File: config.mk
export PLATFORM = sky130hd
export DESIGN_NAME = fifo_rr_arbiter
export DESIGN_NICKNAME = d
export VERILOG_FILES = /design/src/rtl/fifo_arb_pkg.sv /design/src/rtl/rr_pick.sv /design/src/rtl/fifo_rr_arbiter.sv
export SDC_FILE = /design/constraint.sdc
export NUM_CORES = 1
export LEC_CHECK = 0
export ABC_AREA = 0
export BUFFER_PORTS_ARGS = -buffer_cell sky130_fd_sc_hd__buf_4
export CORE_MARGIN = 2
export CORE_UTILIZATION = 41
export DETAILED_ROUTE_END_ITERATION = 6
export PLACE_DENSITY = 0.75
export SYNTH_ARGS = -nofsm -noshare
export SYNTH_HDL_FRONTEND = slang
export SYNTH_SLANG_ARGS = --single-unit
File: constraint.sdc
create_clock -name clk -period 1.75 [get_ports clk]
set_input_delay 0.35 -clock clk [delete_from_list [all_inputs] [get_ports clk]]
set_output_delay 0.35 -clock clk [all_outputs]
set_load 0.02 [all_outputs]
File: src/rtl/fifo_arb_pkg.sv
// Shared types and constants for the four-way round-robin fifo merger.
package fifo_arb_pkg;

  typedef enum logic {
    IDLE  = 1'b0,
    BURST = 1'b1
  } arb_state_e;

  localparam int unsigned NUM_REQ = 4;
  localparam int unsigned GNT_W   = 2;

  // Requester 3 counts as last served after reset so requester 0 wins first.
  localparam logic [GNT_W-1:0] LAST_GNT_RST = 2'd3;

  function automatic logic [NUM_REQ-1:0] gnt_onehot(input logic [GNT_W-1:0] idx);
    return 4'b0001 << idx;
  endfunction

endpackage

File: src/rtl/rr_pick.sv
// Combinational round-robin pick: first set request bit after 'last', wrapping.
module rr_pick
  import fifo_arb_pkg::*;
(
  input  logic [NUM_REQ-1:0] req,
  input  logic [GNT_W-1:0]   last,
  output logic               found,
  output logic [GNT_W-1:0]   idx
);

  logic [GNT_W-1:0] cand_s;
  logic [GNT_W-1:0] idx_s;
  logic             hit_s;
  logic             found_s;

  // Walk offsets 1..NUM_REQ from 'last'; the nearest hit is kept.
  always_comb begin
    cand_s  = last;
    idx_s   = {GNT_W{1'b0}};
    hit_s   = 1'b0;
    found_s = 1'b0;
    for (int k = 1; k <= int'(NUM_REQ); k++) begin
      cand_s  = last + GNT_W'(k);
      hit_s   = !found_s && req[cand_s];
      idx_s   = hit_s ? cand_s : idx_s;
      found_s = found_s || hit_s;
    end
  end

  assign found = found_s;
  assign idx   = idx_s;

endmodule

File: src/rtl/fifo_rr_arbiter.sv
// Merges four source fifos into one downstream fifo with round-robin bursts
// and a two-stage read pipeline (source fifo latency plus output register).
module fifo_rr_arbiter
  import fifo_arb_pkg::*;
#(
  parameter int dta_width = 8,
  parameter int burst_len = 4
) (
  input  logic                         clk,
  input  logic                         rst,
  input  logic                         enable,
  input  logic [NUM_REQ-1:0]           req_empty,
  input  logic [NUM_REQ-1:0]           req_valid,
  input  logic [NUM_REQ*dta_width-1:0] req_dout,
  output logic [NUM_REQ-1:0]           req_rd_en,
  input  logic                         out_prog_full,
  output logic [dta_width-1:0]         out_dta,
  output logic                         out_wr_en,
  output logic [GNT_W-1:0]             gnt,
  output logic                         busy
);

  localparam logic [3:0] BURST_LEN_C = 4'(burst_len);

  arb_state_e           state_r, state_nxt_s;
  logic [GNT_W-1:0]     gnt_r, gnt_nxt_s;
  logic [GNT_W-1:0]     last_gnt_r, last_nxt_s;
  logic [3:0]           cnt_r, cnt_nxt_s;
  logic                 rd_s;
  logic [NUM_REQ-1:0]   nonempty_s;
  logic                 pick_found_s;
  logic [GNT_W-1:0]     pick_idx_s;

  logic                 p1_vld_r;
  logic [GNT_W-1:0]     p1_idx_r;
  logic                 rd_valid_s;
  logic [dta_width-1:0] rd_word_s;
  logic                 wr_en_r;
  logic [dta_width-1:0] dta_r;

  assign nonempty_s = ~req_empty;

  rr_pick u_rr_pick (
    .req   (nonempty_s),
    .last  (last_gnt_r),
    .found (pick_found_s),
    .idx   (pick_idx_s)
  );

  // Next-state, grant selection and read issue.
  always_comb begin
    state_nxt_s = state_r;
    gnt_nxt_s   = gnt_r;
    last_nxt_s  = last_gnt_r;
    cnt_nxt_s   = cnt_r;
    rd_s        = 1'b0;
    case (state_r)
      IDLE: begin
        if (enable && pick_found_s) begin
          state_nxt_s = BURST;
          gnt_nxt_s   = pick_idx_s;
          last_nxt_s  = pick_idx_s;
          cnt_nxt_s   = 4'd0;
        end else begin
          state_nxt_s = IDLE;
        end
      end
      BURST: begin
        rd_s      = !req_empty[gnt_r] && !out_prog_full && (cnt_r < BURST_LEN_C);
        cnt_nxt_s = rd_s ? (cnt_r + 4'd1) : cnt_r;
        // A full quota or a drained source ends the burst; back-pressure alone never does.
        if ((cnt_r >= BURST_LEN_C) || (req_empty[gnt_r] && !rd_s)) begin
          state_nxt_s = IDLE;
        end else begin
          state_nxt_s = BURST;
        end
      end
      default: begin
        state_nxt_s = IDLE;
      end
    endcase
  end

  assign req_rd_en = rd_s ? gnt_onehot(gnt_r) : {NUM_REQ{1'b0}};

  // FSM, grant and burst counter registers.
  always_ff @(posedge clk or negedge rst) begin
    if (!rst) begin
      state_r    <= IDLE;
      gnt_r      <= {GNT_W{1'b0}};
      last_gnt_r <= LAST_GNT_RST;
      cnt_r      <= 4'd0;
    end else begin
      state_r    <= state_nxt_s;
      gnt_r      <= gnt_nxt_s;
      last_gnt_r <= last_nxt_s;
      cnt_r      <= cnt_nxt_s;
    end
  end

  // Source data arriving one cycle after the read, selected by the captured index.
  always_comb begin
    rd_valid_s = p1_vld_r && req_valid[p1_idx_r];
    rd_word_s  = req_dout[int'(p1_idx_r)*dta_width +: dta_width];
  end

  // Read pipeline: in-flight words finish regardless of later FSM moves.
  always_ff @(posedge clk or negedge rst) begin
    if (!rst) begin
      p1_vld_r <= 1'b0;
      p1_idx_r <= {GNT_W{1'b0}};
      wr_en_r  <= 1'b0;
      dta_r    <= {dta_width{1'b0}};
    end else begin
      p1_vld_r <= rd_s;
      p1_idx_r <= gnt_r;
      wr_en_r  <= rd_valid_s;
      if (rd_valid_s) begin
        dta_r <= rd_word_s;
      end else begin
        dta_r <= dta_r;
      end
    end
  end

  assign out_wr_en = wr_en_r;
  assign out_dta   = dta_r;
  assign gnt       = gnt_r;
  assign busy      = (state_r == BURST);

endmodule

==> out/qor.csv, run 1 <==
metric;value;unit
status;finished with violations;
violated checks;setup timing;
initial antenna violation count;0;
ANT nets after route;0;
Worst path max stage delay;420;ps
DIE AREA;0.003421;mm2
Worst Reg-to-Reg Cells;10;
asr flop ratio synth;1.000;
GPL Wtd Cong;0.7416;
Slew headroom;0.8022;
top_reg_cell synth;dfrtp_1;
via count;1134;
layout net count;221;
Core ar.;0.002781;mm2
Initial Util;0.4377;
reg2reg end;busy;
largest net degree at the start of global routing;22;
Finish-stage setup viols;4;
Setup CP Type;reg -> out;
area added between synthesis and finish;60.12;%
crit start category;register;
clk slew on worst S/H paths;120;ps
CP Capture Type;primary output;
PortBufs;59;
Post-synth top cells;dfrtp_1 (19), mux4_2 (9), mux2_4 (8);
CTS Buf Count;3;
filler cell count;215;
Max VDD drop;1166;uV
layout cells sized above 1;0.6857;
sequential cell area;529.3;um2
Critical Path RT;1400;ps
gr ovfl total;0;
Hold EP;last_gnt_r[1];
Die W;58.49;um
htree depth;1;
reg2reg start;gnt[1];
EDFF count, synth;0;
Final period util;1.217;
PwrDens;1509;mW/mm2
crit path buf inv count;2;
diodes inserted;0;
cell family with most CP delay;simple AND/OR/NAND/NOR gates;
Final Max Tran Viols;0;
DRC errors left;0;
area of the multi-input gates;651.9;um2
Hold WS;471.0;ps
DR vias/cell;5.505;
max cap viols;0;
most common cell in the netlist;dfrtp_1;
Least-Margin Pin Slew;296.3;ps
DRT iter0 DRCs;19;
final clock skew;2.635;ps
CTS tree;yes;
Final HPWL DP;2525;um
Clk Latency, worst-skew pair;300;ps
cell count after placement;193;
Synth top area share;0.3905;
WP data arrival;1780;ps
CP max stage cell;or3_4;
crit path from;gnt[1];
Post-Synthesis Mean Instance Area;13.09;um2
Die Ht;58.49;um
wire per inst;16.41;um
row count;19;
worst hold path cell count;4;
DRT Pass-1 Iters;4;
met2 wire length;1791;um
final worst slack;-379.9;ps
Non-Filler Instances;206;
synthesized instance count;93;
GRT Util Overall;0.2173;
vias in the first global route;1187;
buffer depth of the longest clock path;2;
Syn. warnings;0;
first-pass GRT wire length;5540;um
cell taking the most area after synthesis;dfrtp_1;
top cells by area, synth;dfrtp_1 (39%), mux4_2 (17%), mux2_4 (9.9%), dfstp_2 (4.3%), buf_6 (2.8%);
clock sink count;21;
Root Buffer;clkbuf_4;
Mapped Area;0.001217;mm2
Yosys reg bits;21;
Final Critical Period;2130;ps
sequential area share after synthesis;0.4337;
max layer used;met4;
Final Hold Viols;0;
Syn Nets;138;
I/O Pins;60;
hold_sp;req_empty[3];
metal3 WL;277;um
RSZ-0062 raised after global routing;yes;
f_max;469.5;MHz
routed metal-1 wirelength;1304;um
Setup TNS;-1260;ps
Critical Path, Cell by Cell;mux2i_1 > o21ai_1 > or3_4 > clkinv_4 > and3_4 > buf_6;
Leakage Power;0.9854;nW
final wirelength;3381;um
synth unique cells;37;
worst hold-check path type;in -> reg;
CP max FO;4;
reg-to-reg slack, setup;90;ps
-- power by group --
part | internal [mW] | total [mW] | switching, mW
combinational | 1.05 | 1.82 | 0.774
clock | 0.0851 | 0.235 | 0.150
sequential | 0.713 | 0.886 | 0.173
-- cells in the final DEF, fill, tap and decap left out, types with 2 or more instances in the layout --
master / netlist / final
a21boi_1: 2 / 2
a21oi_1: 3 / 3
and2_1: 2 / 2
and3_4: 0 / 2
buf_4: 0 / 75
buf_6: 3 / 9
clkbuf_4: 0 / 3
dfrtp_1: 19 / 18
dfstp_2: 2 / 2
inv_1: 3 / 3
inv_2: 2 / 2
mux2_4: 8 / 8
mux2i_1: 3 / 3
mux4_2: 9 / 9
nand2_1: 5 / 5
nand3b_1: 2 / 2
o21ai_1: 3 / 3
-- cell families (layout without fill, tap and decap cells) --
logic type / count (synthesis) / in the layout / synth area share
AND/OR/NAND/NOR: 20 / 20 / 0.09866
AO/OA/AOI/OAI: 17 / 17 / 0.09353
flip-flops: 21 / 21 / 0.4337
buffers and inverters: 13 / 95 / 0.06474
adder cells (fa/ha/maj): 1 / 1 / 0.01028
multiplexers: 21 / 21 / 0.2991
-- worst min-delay path, stage by stage --
cell and delay [ps]:
buf_4 90, buf_4 120, and2_1 150, o21ai_1 70
-- how the worst max path moves through the flow --
stage                               to  cells past startpoint
after global routing      req_rd_en[3]                      6
final                     req_rd_en[3]                      6
after global placement    req_rd_en[3]                      7
after detailed placement  req_rd_en[3]                      7
after floorplan           req_rd_en[2]                      7
after CTS                 req_rd_en[3]                      6
-- final cells by class --
cell class / count / area share
repair buffers: 85 / 0.3460
well taps: 31 / 0.01990
flip-flops and latches: 21 / 0.2715
multi-input cells: 59 / 0.3344
inverters: 6 / 0.01412
clock buffers: 3 / 0.01155
clock inverters: 1 / 0.002567
-- metrics by stage --
stage	setup WS, ps	power [mW]	cell area, um2	utilization
5_1_grt	-459.0	3.140	1949	0.7009
2_1_floorplan	-159.3	1.874	1235	-
6_report	-379.9	2.942	1949	0.7009
4_1_cts	-402.8	2.978	1962	0.7054
3_3_place_gp	-134.6	2.383	1793	0.6446
3_5_place_dp	-197.8	2.460	1793	0.6446
-- flip-flops by register name (all words and copies together) (netlist names) --
register	cells
gnt	2
p1_idx_r	2
cnt_r	4
last_gnt_r	2
out_wr_en	1
p1_vld_r	1
out_dta	8
busy	1
-- what timing repair did --
| item | in CTS | in global routing |
|---|---|---|
| endpoints found under the setup margin | 4 | 5 |
| endpoints found under the hold margin | 19 | 0 |
| pin swaps | 1 | 1 |
| cloned | 0 | 0 |
| buffers inserted | 10 | 0 |
| resized for setup | 15 | 2 |
| hold buffers | 1 | 0 |
-- layer usage --
| metal | global-route usage | vias to the layer above |
|---|---|---|
| met4 | 0.03654 | 0 |
| met2 | 0.4013 | 65 |
| li1 | - | 514 |
| met5 | 0 | - |
| met1 | 0.2642 | 553 |
| met3 | 0.04396 | 2 |
Note: power is estimated with default switching activity, not from simulation.
==> run 2: changes to the inputs <==
--- a/config.mk
+++ b/config.mk
@@ -8,9 +8,9 @@
 export ABC_AREA = 0
 export BUFFER_PORTS_ARGS = -buffer_cell sky130_fd_sc_hd__buf_4
 export CORE_MARGIN = 2
-export CORE_UTILIZATION = 41
+export CORE_UTILIZATION = 30
 export DETAILED_ROUTE_END_ITERATION = 6
-export PLACE_DENSITY = 0.75
+export PLACE_DENSITY = 0.57
 export SYNTH_ARGS = -nofsm -noshare
 export SYNTH_HDL_FRONTEND = slang
 export SYNTH_SLANG_ARGS = --single-unit
==> out/qor.csv, run 2 (synthesis results as in run 1) <==
metric;value;unit;change
largest net degree at the start of global routing;22;;unchanged
cell family with most CP delay;flip-flops;;was simple AND/OR/NAND/NOR gates
final core utilization;0.4897;;was 0.7009
DRT Pass-1 Iters;4;;unchanged
gr ovfl total;0;;unchanged
CTS Buf Count;3;;unchanged
DIE AREA;0.004583;mm2;was 0.003421 mm2
Setup CP Type;reg -> out;;unchanged
Final Hold Viols;0;;unchanged
row count;23;;was 19
f_max;474.2;MHz;was 469.5 MHz
status;finished with violations;;unchanged
PortBufs;59;;unchanged
GRT Util Overall;0.1428;;was 0.2173
final clock skew;7.569;ps;was 2.635 ps
commonest non-fill, non-tap cells in the layout;buf_4 (71), dfrtp_1 (18), mux4_2 (9);;was buf_4 (75), dfrtp_1 (18), mux4_2 (9), buf_6 (9), mux2_4 (8)
worst hold-check path type;in -> reg;;unchanged
Least-Margin Pin Slew;275.3;ps;was 296.3 ps
max reg flops;8;;unchanged
Final Max Tran Viols;0;;unchanged
Critical Path, Cell by Cell;buf_6 > buf_6 > o311ai_4 > or3_4 > clkinv_4 > and3_4 > buf_6;;was mux2i_1 > o21ai_1 > or3_4 > clkinv_4 > and3_4 > buf_6
Slew headroom;0.8165;;was 0.8022
CTS tree;yes;;unchanged
Clk Latency, worst-skew pair;260;ps;was 300 ps
area added between synthesis and finish;58.58;%;was 60.12%
vias in the first global route;1056;;was 1,187
Final period util;1.205;;was 1.217
violated checks;setup timing;;unchanged
clock sink count;21;;unchanged
WP data arrival;1760;ps;was 1780 ps
total power;2.853;mW;was 2.942 mW
htree depth;1;;unchanged
I/O Pins;60;;unchanged
CP Capture Type;primary output;;unchanged
PwrDens;1478;mW/mm2;was 1509 mW/mm2
GPL Wtd Cong;0.7580;;was 0.7416
DRC errors left;0;;unchanged
Die Ht;67.70;um;was 58.49 um
cell mode on critical path;buf_6;;
leading cell type in the layout, fill and taps excluded;buf_4;;unchanged
Critical Path RT;1400;ps;about the same
Final HPWL DP;2402;um;was 2525 um
Initial Util;0.3088;;was 0.4377
final worst slack;-358.8;ps;was -379.9 ps
Final Critical Period;2109;ps;was 2130 ps
initial antenna violation count;0;;unchanged
layout cells sized above 1;0.6707;;was 0.6857
Die W;67.70;um;was 58.49 um
Root Buffer;clkbuf_8;;was clkbuf_4
Max VDD drop;617.9;uV;was 1166 uV
DRT iter0 DRCs;16;;was 19
via count;1031;;was 1,134
pre-CTS WS;-202.0;ps;was -197.8 ps
ANT nets after route;0;;unchanged
layout net count;213;;was 221
Setup TNS;-1157;ps;was -1260 ps
buffer depth of the longest clock path;2;;unchanged
crit start category;register;;unchanged
Finish-stage setup viols;4;;unchanged
DR vias/cell;4.751;;was 5.505
CP max stage cell;dfrtp_2;;was or3_4
max cap viols;0;;unchanged
wire per inst;14.00;um;was 16.41 um
filler cell count;362;;was 215
CP max FO;3;;was 4
Leakage Power;0.9475;nW;was 0.9854 nW
clk slew on worst S/H paths;80;ps;was 120 ps
final wirelength;3039;um;was 3381 um
first-pass GRT wire length;4940;um;was 5540 um
Cell Area, Placed;0.001809;mm2;was 0.001793 mm2
diodes inserted;0;;unchanged
Core ar.;0.003943;mm2;was 0.002781 mm2
RSZ-0062 raised after global routing;yes;;unchanged
crit path buf inv count;4;;was 2
Worst path max stage delay;440;ps;was 420 ps
Finished Cell Area;0.001931;mm2;was 0.001949 mm2
run 2: routing by layer:
layer	up-vias	wire, um	track usage
li1	496	-	-
met1	485	1246	0.1715
met2	48	1453	0.2549
met3	2	323	0.02167
met4	0	17	0.05357
met5	-	0	0
run 2: worst reg2reg max path, cell delays in order, from the launching register on:
cell      delay [ps]
dfrtp_2          440
buf_6            130
buf_6            110
o311ai_4         290
or3_4            210
clkinv_4          60
buf_4            130
a22o_1           210
run 2: power by group:
part | leakage, nW | switching (mW) | internal (mW)
combinational | 0.670 | 0.706 | 0.927
sequential | 0.256 | 0.180 | 0.714
clock | 0.0217 | 0.166 | 0.161
run 2: worst paths after layout:
check / from / endpoint / slack (ps) / cells past startpoint
max: gnt[1] / req_rd_en[2] / -360 / 7
min: req_empty[2] / busy / 440 / 4
max reg2reg: gnt[1] / cnt_r[2] / 80 / 7
min reg2reg: cnt_r[0] / cnt_r[0] / 500 / 1
max in group asynchronous: rst / last_gnt_r[0] / 960 / 2
min in group asynchronous: rst / out_wr_en / 510 / 2
run 2: cell type report:
type                       count  area [um2]  area share
clock inverter                 1       7.507    0.003889
tap                           50       62.56     0.03240
multi-input combinational     59       663.1      0.3435
sequential                    21       529.3      0.2741
inverter                       6       27.53     0.01426
clock buffer                   3       41.29     0.02139
timing repair buffer          77       599.3      0.3104
run 2: what timing repair did:
item,in CTS,in global routing
pin swaps,1,4
hold buffers,1,0
cloned,0,0
gates resized for setup,6,6
buffers inserted,0,1
endpoints found under the setup margin,4,4
endpoints found under the hold margin,19,0
run 2: through the flow:
| stage | instances | hold slack, ps |
|---|---|---|
| floorplan | 93 | 54.41 |
| global placement | 211 | 251.9 |
| detailed placement | 211 | 252.1 |
| CTS | 216 | 465.4 |
| global route | 217 | 459.6 |
| finish | 217 | 441.6 |
==> run 3: changes to the inputs <==
--- a/config.mk
+++ b/config.mk
@@ -6,8 +6,8 @@
 export NUM_CORES = 1
 export LEC_CHECK = 0
 export ABC_AREA = 0
-export BUFFER_PORTS_ARGS = -buffer_cell sky130_fd_sc_hd__buf_4
-export CORE_MARGIN = 2
+export BUFFER_PORTS_ARGS = -buffer_cell sky130_fd_sc_hd__buf_2
+export CORE_MARGIN = 4
 export CORE_UTILIZATION = 30
 export DETAILED_ROUTE_END_ITERATION = 6
 export PLACE_DENSITY = 0.57
==> out/qor.csv, run 3 (synthesis results as in run 1) <==
metric;value;unit;change
Final period util;1.166;;was 1.205
Final Critical Period;2041;ps;was 2109 ps
layout cells sized above 1;0.6667;;was 0.6707
Worst path max stage delay;460;ps;was 440 ps
DRC errors left;0;;unchanged
DRT iter0 DRCs;23;;was 16
Die Ht;71.70;um;was 67.70 um
crit path buf inv count;2;;was 4
DIE AREA;0.005141;mm2;was 0.004583 mm2
Max VDD drop;650.2;uV;was 617.9 uV
Critical Path, Cell by Cell;nand3b_1 > o21ai_1 > or3_4 > clkinv_4 > and3_4 > buf_6;;was buf_6 > buf_6 > o311ai_4 > or3_4 > clkinv_4 > and3_4 > buf_6
DR vias/cell;4.903;;was 4.751
DRT Pass-1 Iters;4;;unchanged
CP max FO;6;;was 3
PwrDens;1520;mW/mm2;was 1478 mW/mm2
Slew headroom;0.6848;;was 0.8165
ANT nets after route;0;;unchanged
Initial Util;0.3205;;was 0.3088
largest net degree at the start of global routing;22;;unchanged
leading cell type in the layout, fill and taps excluded;buf_2;;was buf_4
Root Buffer;clkbuf_8;;unchanged
layout net count;214;;was 213
crit start category;register;;unchanged
violated checks;setup timing;;unchanged
Die W;71.70;um;was 67.70 um
CP max stage cell;dfrtp_2;;unchanged
row count;22;;was 23
PortBufs;59;;unchanged
via count;1059;;was 1,031
clock sink count;21;;unchanged
CTS hold repair buffers;0;;was 1
diodes inserted;0;;unchanged
cell family with most CP delay;simple AND/OR/NAND/NOR gates;;was flip-flops
final clock skew;1.094;ps;was 7.569 ps
Leakage Power;0.9093;nW;was 0.9475 nW
WP data arrival;1690;ps;was 1760 ps
Finish-stage setup viols;5;;was 4
final worst slack;-291.2;ps;was -358.8 ps
Final HPWL DP;2441;um;was 2402 um
max reg flops;8;;unchanged
htree depth;1;;unchanged
Core ar.;0.003799;mm2;was 0.003943 mm2
status;finished with violations;;unchanged
filler cell count;368;;was 362
vias in the first global route;1106;;was 1,056
GPL Wtd Cong;0.8078;;was 0.7580
CP Capture Type;primary output;;unchanged
Clk Latency, worst-skew pair;250;ps;was 260 ps
Setup CP Type;reg -> out;;unchanged
Least-Margin Pin Slew;472.8;ps;was 275.3 ps
commonest non-fill, non-tap cells in the layout;buf_2 (56), buf_4 (19), dfrtp_1 (17);;was buf_4 (71), dfrtp_1 (18), mux4_2 (9)
f_max;489.9;MHz;was 474.2 MHz
CTS tree;yes;;unchanged
Final Hold Viols;0;;unchanged
worst hold-check path type;in -> async;;was in -> reg
I/O Pins;60;;unchanged
wire per inst;14.24;um;was 14.00 um
reg-to-reg slack, setup;-20;ps;was 80 ps
Final Max Tran Viols;0;;unchanged
area added between synthesis and finish;45.94;%;was 58.58%
Setup TNS;-867.7;ps;was -1157 ps
buffer depth of the longest clock path;2;;unchanged
RSZ-0062 raised after global routing;yes;;unchanged
gr ovfl total;0;;unchanged
pre-CTS WS;-166.0;ps;was -202.0 ps
GRT Util Overall;0.1206;;was 0.1428
first-pass GRT wire length;4995;um;was 4940 um
initial antenna violation count;0;;unchanged
clk slew on worst S/H paths;80;ps;about the same
Critical Path RT;1400;ps;about the same
final wirelength;3076;um;was 3039 um
CTS Buf Count;3;;unchanged
max cap viols;0;;unchanged
run 3: final timing paths:
kind,start,to,cells past startpoint
worst max-delay path,gnt[0],req_rd_en[3],6
worst min-delay path,rst,out_dta[0],1
worst max register to register,gnt[1],cnt_r[2],8
worst min register to register,cnt_r[0],cnt_r[0],1
max in group asynchronous,rst,gnt[1],1
min in group clk,cnt_r[0],cnt_r[0],1
run 3: per-stage QoR:
stage | utilization | area, um2 | std cells | hold WS (ps) | power, mW
CTS | 0.4605 | 1749 | 213 | 53.09 | 2.713
finish | 0.4677 | 1777 | 216 | 40.67 | 2.701
global route | 0.4677 | 1777 | 216 | 72.64 | 2.890
global placement | 0.4348 | 1652 | 208 | 339.1 | 2.270
floorplan | - | 1235 | 93 | 54.41 | 1.874
detailed placement | 0.4348 | 1652 | 208 | 338.3 | 2.309
run 3: routing by layer:
layer / up-vias / GRT usage / part of all wire
li1: 499 / - / -
met1: 509 / 0.1486 / 0.42
met2: 51 / 0.2082 / 0.48
met3: 0 / 0.03647 / 0.097
met4: 0 / 0.02505 / 0
met5: - / 0 / 0
run 3: worst register-to-register path: stages (launching register included):
cell      delay, ps
dfrtp_2         430
buf_4           150
o311ai_4        230
or3_4           210
clkinv_4         60
buf_4           120
buf_4           120
buf_4           120
a22o_1          210
run 3: where the power goes:
group	leakage, nW	internal [mW]	total [mW]	switching (mW)
sequential	0.255	0.717	0.892	0.176
combinational	0.631	0.808	1.49	0.687
clock	0.0228	0.162	0.314	0.152
total	0.909	1.69	2.70	1.01
run 3: layout make-up:
cell class / count / area, um2 / area share
clock buffers: 4 / 45.04 / 0.02535
inverters: 6 / 27.53 / 0.01549
multi-input cells: 59 / 656.9 / 0.3697
flip-flops and latches: 21 / 530.5 / 0.2986
well taps: 48 / 60.06 / 0.03380
repair buffers: 78 / 456.7 / 0.2570
run 3: what timing repair did:
item | CTS | global route
setup buffers | 1 | 3
resized for setup | 11 | 2
cloned | 0 | 0
setup endpoints to repair | 4 | 4
pin swaps | 5 | 3
